## config.mk

```make
export PLATFORM = sky130hd
export DESIGN_NAME = button_reset_conditioner
export DESIGN_NICKNAME = d
export VERILOG_FILES = /design/src/rtl/reset_cond_pkg.sv /design/src/rtl/input_synchronizer.sv /design/src/rtl/button_reset_conditioner.sv
export SDC_FILE = /design/constraint.sdc
export NUM_CORES = 1
export LEC_CHECK = 0
export CAP_MARGIN = 20
export CORE_ASPECT_RATIO = 0.9
export CORE_MARGIN = 2
export CORE_UTILIZATION = 61
export DETAILED_ROUTE_END_ITERATION = 12
export PLACE_DENSITY = 0.82
export SLEW_MARGIN = 10
export SYNTH_ARGS = -nofsm -noshare
export SYNTH_HDL_FRONTEND = slang
export SYNTH_HIERARCHICAL = 1
export SYNTH_SLANG_ARGS = --single-unit
```

## constraint.sdc

```tcl
create_clock -name clk_48mhz -period 2.95 [get_ports clk_48mhz]
set_input_delay 0.59 -clock clk_48mhz [delete_from_list [all_inputs] [get_ports clk_48mhz]]
set_output_delay 0.59 -clock clk_48mhz [all_outputs]
set_load 0.01 [all_outputs]
```

## src/rtl/reset_cond_pkg.sv

```systemverilog
// Shared types and sizing helper for the push-button reset conditioner.
package reset_cond_pkg;

    typedef enum logic [2:0] {
        S_IDLE,
        S_DB_PRESS,
        S_HOLD,
        S_WAIT_REL,
        S_DB_REL
    } rc_state_t;

    function automatic int cnt_width(input int d, input int h);
        int m;
        m = (d > h) ? d : h;
        return (m < 2) ? 1 : $clog2(m);
    endfunction

endpackage

```

## src/rtl/input_synchronizer.sv

```systemverilog
// N-flop synchronizer for an asynchronous single-bit input; reset loads RESET_VAL.
module input_synchronizer #(
    parameter int   STAGES    = 2,
    parameter logic RESET_VAL = 1'b1
) (
    input  logic clk,
    input  logic reset,
    input  logic din,
    output logic dout
);

    logic [STAGES-1:0] chain;

    always_ff @(posedge clk) begin
        if (reset) chain <= {STAGES{RESET_VAL}};
        else       chain <= {chain[STAGES-2:0], din};
    end

    assign dout = chain[STAGES-1];

endmodule

```

## src/rtl/button_reset_conditioner.sv

```systemverilog
// Debounces the active-low reset button into a fixed-width manual_reset pulse,
// plus a debounced level and press/release strobes.
module button_reset_conditioner
    import reset_cond_pkg::*;
#(
    parameter int SYNC_STAGES     = 2,
    parameter int DEBOUNCE_CYCLES = 480000,
    parameter int HOLD_CYCLES     = 4800
) (
    input  logic clk_48mhz,
    input  logic reset,
    input  logic button_n,
    output logic manual_reset,
    output logic button_level,
    output logic press_pulse,
    output logic release_pulse
);

    localparam int            CW        = cnt_width(DEBOUNCE_CYCLES, HOLD_CYCLES);
    localparam logic [CW-1:0] DB_LAST   = CW'(DEBOUNCE_CYCLES - 1);
    localparam logic [CW-1:0] HOLD_LAST = CW'(HOLD_CYCLES - 1);

    logic          sync_out;
    logic          btn;
    rc_state_t     state;
    logic [CW-1:0] cnt;

    // Sync chain resets to released so a reset never looks like a press.
    input_synchronizer #(
        .STAGES   (SYNC_STAGES),
        .RESET_VAL(1'b1)
    ) u_sync (
        .clk  (clk_48mhz),
        .reset(reset),
        .din  (button_n),
        .dout (sync_out)
    );

    assign btn = ~sync_out;

    always_ff @(posedge clk_48mhz) begin
        if (reset) begin
            state         <= S_IDLE;
            cnt           <= '0;
            manual_reset  <= 1'b0;
            button_level  <= 1'b0;
            press_pulse   <= 1'b0;
            release_pulse <= 1'b0;
        end else begin
            press_pulse   <= 1'b0;
            release_pulse <= 1'b0;
            case (state)
                S_IDLE: begin
                    if (btn) begin
                        state <= S_DB_PRESS;
                        cnt   <= '0;
                    end
                end
                S_DB_PRESS: begin
                    if (!btn) begin
                        state <= S_IDLE;
                    end else if (cnt == DB_LAST) begin
                        state        <= S_HOLD;
                        cnt          <= '0;
                        press_pulse  <= 1'b1;
                        manual_reset <= 1'b1;
                        button_level <= 1'b1;
                    end else begin
                        cnt <= cnt + CW'(1);
                    end
                end
                // Button activity is ignored here so the pulse width is fixed.
                S_HOLD: begin
                    if (cnt == HOLD_LAST) begin
                        state        <= S_WAIT_REL;
                        cnt          <= '0;
                        manual_reset <= 1'b0;
                    end else begin
                        cnt <= cnt + CW'(1);
                    end
                end
                S_WAIT_REL: begin
                    if (!btn) begin
                        state <= S_DB_REL;
                        cnt   <= '0;
                    end
                end
                S_DB_REL: begin
                    if (btn) begin
                        state <= S_WAIT_REL;
                    end else if (cnt == DB_LAST) begin
                        state         <= S_IDLE;
                        cnt           <= '0;
                        release_pulse <= 1'b1;
                        button_level  <= 1'b0;
                    end else begin
                        cnt <= cnt + CW'(1);
                    end
                end
                default: begin
                    state <= S_IDLE;
                    cnt   <= '0;
                end
            endcase
        end
    end

endmodule

```

==> results.ini, run 1 <==
[power]
p_sw_frac=0.204
p_seq_frac=0.580
p_int_mw=0.527
power.switching_mw=0.135
power_frac_comb=0.041
irDropWorstVdd_mv=0.471
p_per_area_nw_per_um2=404
power_leakage_nw=0.486
clkPwrFrac=0.379

[cts]
clkTransAtPathRegs_ps=150
post_cts_buffers=0
clk_latency_ps=330
cts_tree=built
cts_buffers=3
cts_root_buf=clkbuf_4
clock-sinks=28
cts-htree-levels=1
cts_resized=0
clock_path_buffers=2
ctsHoldBuffers=0

[global_routing]
overflow=0
track_usage=0.252
grt_max_degree=17
grt_pass1_vias=1302
antenna_found_initial=0
grt_pass1_wl_mm=5.77

[timing]
tightest_slew_ps=617
finalMaxSlewViolations=0
fmax_mhz=457
rsz0062_at_grt=false
finClkSkew_ps=8.50
period_minus_slack_ps=2190
finalHoldViolations=0
setup_tns_ps=0
slew_headroom=0.589
finalSetupViolCount=0
period_share=0.742
hold_ws_ps=439

[layout]
n_antenna_cell=0
post-route-cell-area_sq_um=1640
drive_gt1_frac=0.0811
area_delta_synth_final_pct=7.20
final_util=0.676
nets=190

[synth]
synth_edf_count=0
ys_ff_latch=28
syn_area_per_cell_sq_um=8.40
syn-num-nets=186
synthFlopType=dfxtp_1
ys_async_sr_fraction=0
yosysTopAreaCellShare=0.367
yosys.area.top_type=dfxtp_1
seq_area_frac_synth=0.367
syn_inst=182
yosys_warnings=6
synth_area_leaders=dfxtp_1 (37%), xnor2_1 (5.7%), nor2_1 (5.2%), nand3_1 (4.3%), nand2_1 (2.9%)
netlist_area_sq_um=1530
synth_cell_types=48

[placed_design]
portBuffers=6
dp_hpwl_mm=2.39
routabilityCongestion=0.906
dpl_cell_area_sq_um=1590

[setup_path]
timing.rr.start=u_sync/chain[1]
cp_slowest_cell=o31ai_4
critPathBufInv=1
cp.arrival_ps=2410
crit_cells=6
cp-endpoint=cnt[8]
crit_start=u_sync/chain[1]
crit_family=simple AND/OR/NAND/NOR gates
reg2reg_slack_ps=760
crit_required_ps=3170
path_max_fanout=14
end_kind=flip-flop
slowest_delay_ps=640
crit_type=reg2reg
reg2reg_depth=6
path_cells=nand2b_1, nor2_1, buf_4, or2_1, o31ai_4, nor3_1
timing.rr.end=cnt[8]
cp-start-kind=flip-flop

[routing]
drc_errors=0
drt_iter0_markers=55
via_per_inst=6.53
drt.antenna.violating_nets=0
wire_per_inst_um=15.5
wirelength_mm=3.30
drt-pass1-iter-count=5
num_vias=1391

[min_path]
worst_hold_path_type=reg2reg

[status]
outcome=finished, final reports clean

[floorplanning]
rows=17
coreArea_sq_um=2420
chipWidth_um=56.8
dieArea_sq_um=2920
start_util=0.631
die_y_um=51.5
num_io_pins=7

[job]
cap_violations=0

state kept, by name (all words and copies together), names as in the netlist:
name,cells
cnt,19
button_level,1
release_pulse,1
manual_reset,1
u_sync/chain,2
state,3
press_pulse,1
cell families (layout without fill, tap and decap cells):
| group | count (synthesis) | after routing | synth area share |
|---|---|---|---|
| AO/OA/AOI/OAI | 33 | 33 | 0.164 |
| XOR/XNOR | 10 | 10 | 0.0573 |
| adder cells (fa/ha/maj) | 1 | 1 | 0.00818 |
| buffers and inverters | 14 | 17 | 0.0466 |
| flip-flops | 28 | 28 | 0.367 |
| AND/OR/NAND/NOR | 96 | 96 | 0.358 |
placed cells by master, fill, tap and decap left out, types with 3 or more instances in the layout:
cell             count
or2_1                3
nor3_1               8
inv_1                4
clkbuf_4             3
clkdlybuf4s50_1      6
nand2b_1             6
nor4b_1              4
dfxtp_1             28
nor4_1               6
o2111ai_1            4
nor2_1              21
o21ai_0              3
nand4_1              4
nand2_1             12
nand3_1             13
xnor2_1             10
a21oi_1              7
stage by stage:
step / cells / total power, mW / setup WS [ps]
after floorplan: 182 / 0.413 / 1190
after global placement: 209 / 0.417 / 792
after detailed placement: 209 / 0.419 / 710
after CTS: 213 / 0.668 / 777
after global routing: 213 / 0.686 / 539
final: 213 / 0.662 / 762
metal layers:
metal	vias up	track usage	wire (um)
li1	680	-	-
met1	653	0.326	1580
met2	53	0.405	1500
met3	5	0.0547	175
met4	0	0.116	38
met5	-	0	0
power by group through the flow:
stage	clock network [mW]	registers (mW)	logic, mW
floorplan	0	0.390	0.0229
global placement	0	0.391	0.0261
detailed placement	0	0.392	0.0271
CTS	0.258	0.383	0.0272
global route	0.271	0.384	0.0305
finish	0.251	0.384	0.0274
worst min-delay path by stage:
stage                          from               to  slack, ps  cells past startpoint
floorplan           u_sync/chain[0]  u_sync/chain[1]        380                      1
global placement    u_sync/chain[0]  u_sync/chain[1]        390                      1
detailed placement  u_sync/chain[0]  u_sync/chain[1]        410                      1
CTS                 u_sync/chain[0]  u_sync/chain[1]        450                      1
global route        u_sync/chain[0]  u_sync/chain[1]        460                      1
finish              u_sync/chain[0]  u_sync/chain[1]        440                      1
worst reg2reg max path, delay by kind of cell, from the launching register on:
| kind | cells | cell delay (ps) |
|---|---|---|
| simple gates | 4 | 750 |
| buf+inv | 1 | 180 |
| flops | 1 | 500 |
| compound gates | 1 | 640 |
cell usage after synthesis, types with 3 or more instances:
| library cell | count |
|---|---|
| dfxtp_1 | 28 |
| nor2_1 | 21 |
| nand3_1 | 13 |
| nand2_1 | 12 |
| xnor2_1 | 10 |
| nor3_1 | 8 |
| a21oi_1 | 7 |
| nand2b_1 | 6 |
| nor4_1 | 6 |
| inv_1 | 4 |
| nand4_1 | 4 |
| nor4b_1 | 4 |
| o2111ai_1 | 4 |
| buf_2 | 3 |
| clkbuf_1 | 3 |
| o21ai_0 | 3 |
| or2_1 | 3 |
layout make-up:
cell class | instances | area, sq um
clock buffers | 3 | 22.5
clock inverters | 1 | 30.0
fillers | 213 | 786
inverters | 5 | 18.8
multi-input cells | 140 | 897
flip-flops and latches | 28 | 561
well taps | 28 | 35.0
repair buffers | 8 | 75.1
(Power assumes the default switching activity.)
==> inputs of run 2 (changes only) <==
Settings changed: CORE_UTILIZATION 61 to 59, PLACE_DENSITY 0.82 to 0.8.
Clock period 2.95 ns to 2.1 ns, I/O delays scaled along.
==> run 2 against run 1 <==
Compared with the run above:
- critical path depth stayed put
- clock skew is 3.9 ps lower
- maximum frequency is 13% higher
- largest cell class unchanged
- sequential power is 40% higher
- highest routed layer unchanged
==> results.ini, run 2 (same netlist as run 1, synthesis figures left out) <==
[layout]
nets=199  ; was 190
fillCellCount=212  ; was 213
n_antenna_cell=0  ; unchanged
layout_top_registers=cnt: 19 flops, state: 3 flops, u_sync/chain: 2 flops  ; unchanged
final_cells=222  ; was 213
most-common-layout-cells=dfxtp_1 (28), nor2_1 (21), nand3_1 (13), nand2_1 (12), buf_4 (11)  ; was dfxtp_1 (28), nor2_1 (21), nand3_1 (13), nand2_1 (12), xnor2_1 (10)
area_delta_synth_final_pct=11.5  ; was 7.20%
final_common_cell=dfxtp_1  ; unchanged
drive_gt1_frac=0.129  ; was 0.0811
largest_reg_flops=19  ; unchanged
multi_input_area_sq_um=911  ; was 897 sq um
regArea_sq_um=561  ; unchanged
regMostFlops=cnt  ; unchanged

[placed_design]
place_inst=218  ; was 209
portBuffers=6  ; unchanged
dp_hpwl_mm=2.43  ; was 2.39 mm
routabilityCongestion=0.860  ; was 0.906
preCtsSetupSlack_ps=213  ; was 710 ps

[timing]
slew_headroom=0.709  ; was 0.589
period_share=0.925  ; was 0.742
finalMaxSlewViolations=0  ; unchanged
finalSetupViolCount=0  ; unchanged
finClkSkew_ps=4.55  ; was 8.50 ps
tightest_slew_ps=437  ; was 617 ps
worst_slack_ps=157  ; was 762 ps
fmax_mhz=515  ; was 457 MHz
finalHoldViolations=0  ; unchanged
period_minus_slack_ps=1940  ; was 2190 ps

[global_routing]
overflow=0  ; unchanged
grt_pass1_vias=1357  ; was 1302
grt_max_degree=16  ; was 17
grt_pass1_wl_mm=6.02  ; was 5.77 mm
antenna_found_initial=0  ; unchanged
track_usage=0.257  ; was 0.252

[setup_path]
crit_family=compound AO/OA/AOI/OAI gates  ; was simple AND/OR/NAND/NOR gates
crit_type=reg2reg  ; unchanged
cp.arrival_ps=2170  ; was 2410 ps
path_cells=ha_1, nand3_2, o31a_1, o31ai_4, buf_4, a211oi_1  ; was nand2b_1, nor2_1, buf_4, or2_1, o31ai_4, nor3_1
cp-start-kind=flip-flop  ; unchanged
crit_required_ps=2320  ; was 3170 ps
end_kind=flip-flop  ; unchanged
critPathBufInv=1  ; unchanged
cp_slowest_cell=o31a_1  ; was o31ai_4
path_max_fanout=14  ; unchanged
crit_start=cnt[0]  ; was u_sync/chain[1]
slowest_delay_ps=470  ; was 640 ps
timing.rr.start=cnt[0]  ; was u_sync/chain[1]

[cts]
cts_tree=built  ; unchanged
cts_root_buf=clkbuf_4  ; unchanged
cts-htree-levels=1  ; unchanged
clock-sinks=28  ; unchanged
clkTransAtPathRegs_ps=140  ; was 150 ps
post_cts_buffers=0  ; unchanged
cts_buffers=3  ; unchanged
clk_latency_ps=330  ; about the same
clock_path_buffers=2  ; unchanged

[power]
irDropWorstVdd_mv=0.424  ; was 0.471 mV
finalPower_mw=0.846  ; was 0.662 mW
p_per_area_nw_per_um2=497  ; was 404 nW/um^2
power_leakage_nw=0.540  ; was 0.486 nW

[status]
outcome=finished, final reports clean  ; unchanged

[routing]
drt-pass1-iter-count=4  ; was 5
drt.antenna.violating_nets=0  ; unchanged
num_vias=1410  ; was 1391
wirelength_mm=3.44  ; was 3.30 mm
drt_iter0_markers=79  ; was 55
drc_errors=0  ; unchanged
via_per_inst=6.35  ; was 6.53
wire_per_inst_um=15.5  ; about the same

[min_path]
min_from=u_sync/chain[0]  ; unchanged
worst_hold_path_type=reg2reg  ; unchanged

[floorplanning]
die_y_um=52.3  ; was 51.5 um
rows=17  ; unchanged
num_io_pins=7  ; unchanged
start_util=0.620  ; was 0.631
chipWidth_um=57.7  ; was 56.8 um
coreArea_sq_um=2470  ; was 2420 sq um
dieArea_sq_um=3020  ; was 2920 sq um

[job]
cap_violations=0  ; unchanged

[run 2: path summary, 6_finish.rpt]
| path | slack [ps] | endpoint | cells after the start |
|---|---|---|---|
| max | 160 | cnt[10] | 6 |
| min | 430 | u_sync/chain[1] | 1 |
| max reg2reg | 160 | cnt[10] | 6 |
| min reg2reg | 430 | u_sync/chain[1] | 1 |
[run 2: area by class of cell]
type,count,share of cell area
inverter,5,0.0110
tap,28,0.0206
sequential,28,0.329
multi-input combinational,140,0.535
timing repair buffer,17,0.0837
clock buffer,4,0.0213
[run 2: stage by stage]
step	hold WS [ps]	area (sq um)	setup TNS (ps)	utilization
after floorplan	383	1530	0	-
after global placement	389	1650	0	0.670
after detailed placement	392	1650	0	0.670
after CTS	431	1690	0	0.685
after global routing	440	1700	-27.2	0.691
final	426	1700	0	0.691
[run 2: power breakdown]
part	internal, mW	switching [mW]	total [mW]
Sequential	0.534	0.00410	0.538
Clock	0.106	0.157	0.263
Combinational	0.0175	0.0272	0.0447
[run 2: repair_timing]
| action | 4_1_cts | 5_1_grt |
|---|---|---|
| setup endpoints to repair | 0 | 3 |
| endpoints found under the hold margin | 0 | 0 |
| resized for setup | 0 | 2 |
| hold buffers | 0 | 0 |
[run 2: metal layers]
metal,GRT usage,vias to the layer above,part of all wire
li1,-,699,-
met1,0.358,673,0.49
met2,0.411,32,0.45
met3,0.0444,6,0.045
met4,0.0698,0,0.010
met5,0,-,0
[run 2: worst register-to-register path: stages, from the launching register on]
cell,delay [ps]
dfxtp_1,410
ha_1,270
nand3_2,170
o31a_1,470
o31ai_4,210
buf_4,230
a211oi_1,80
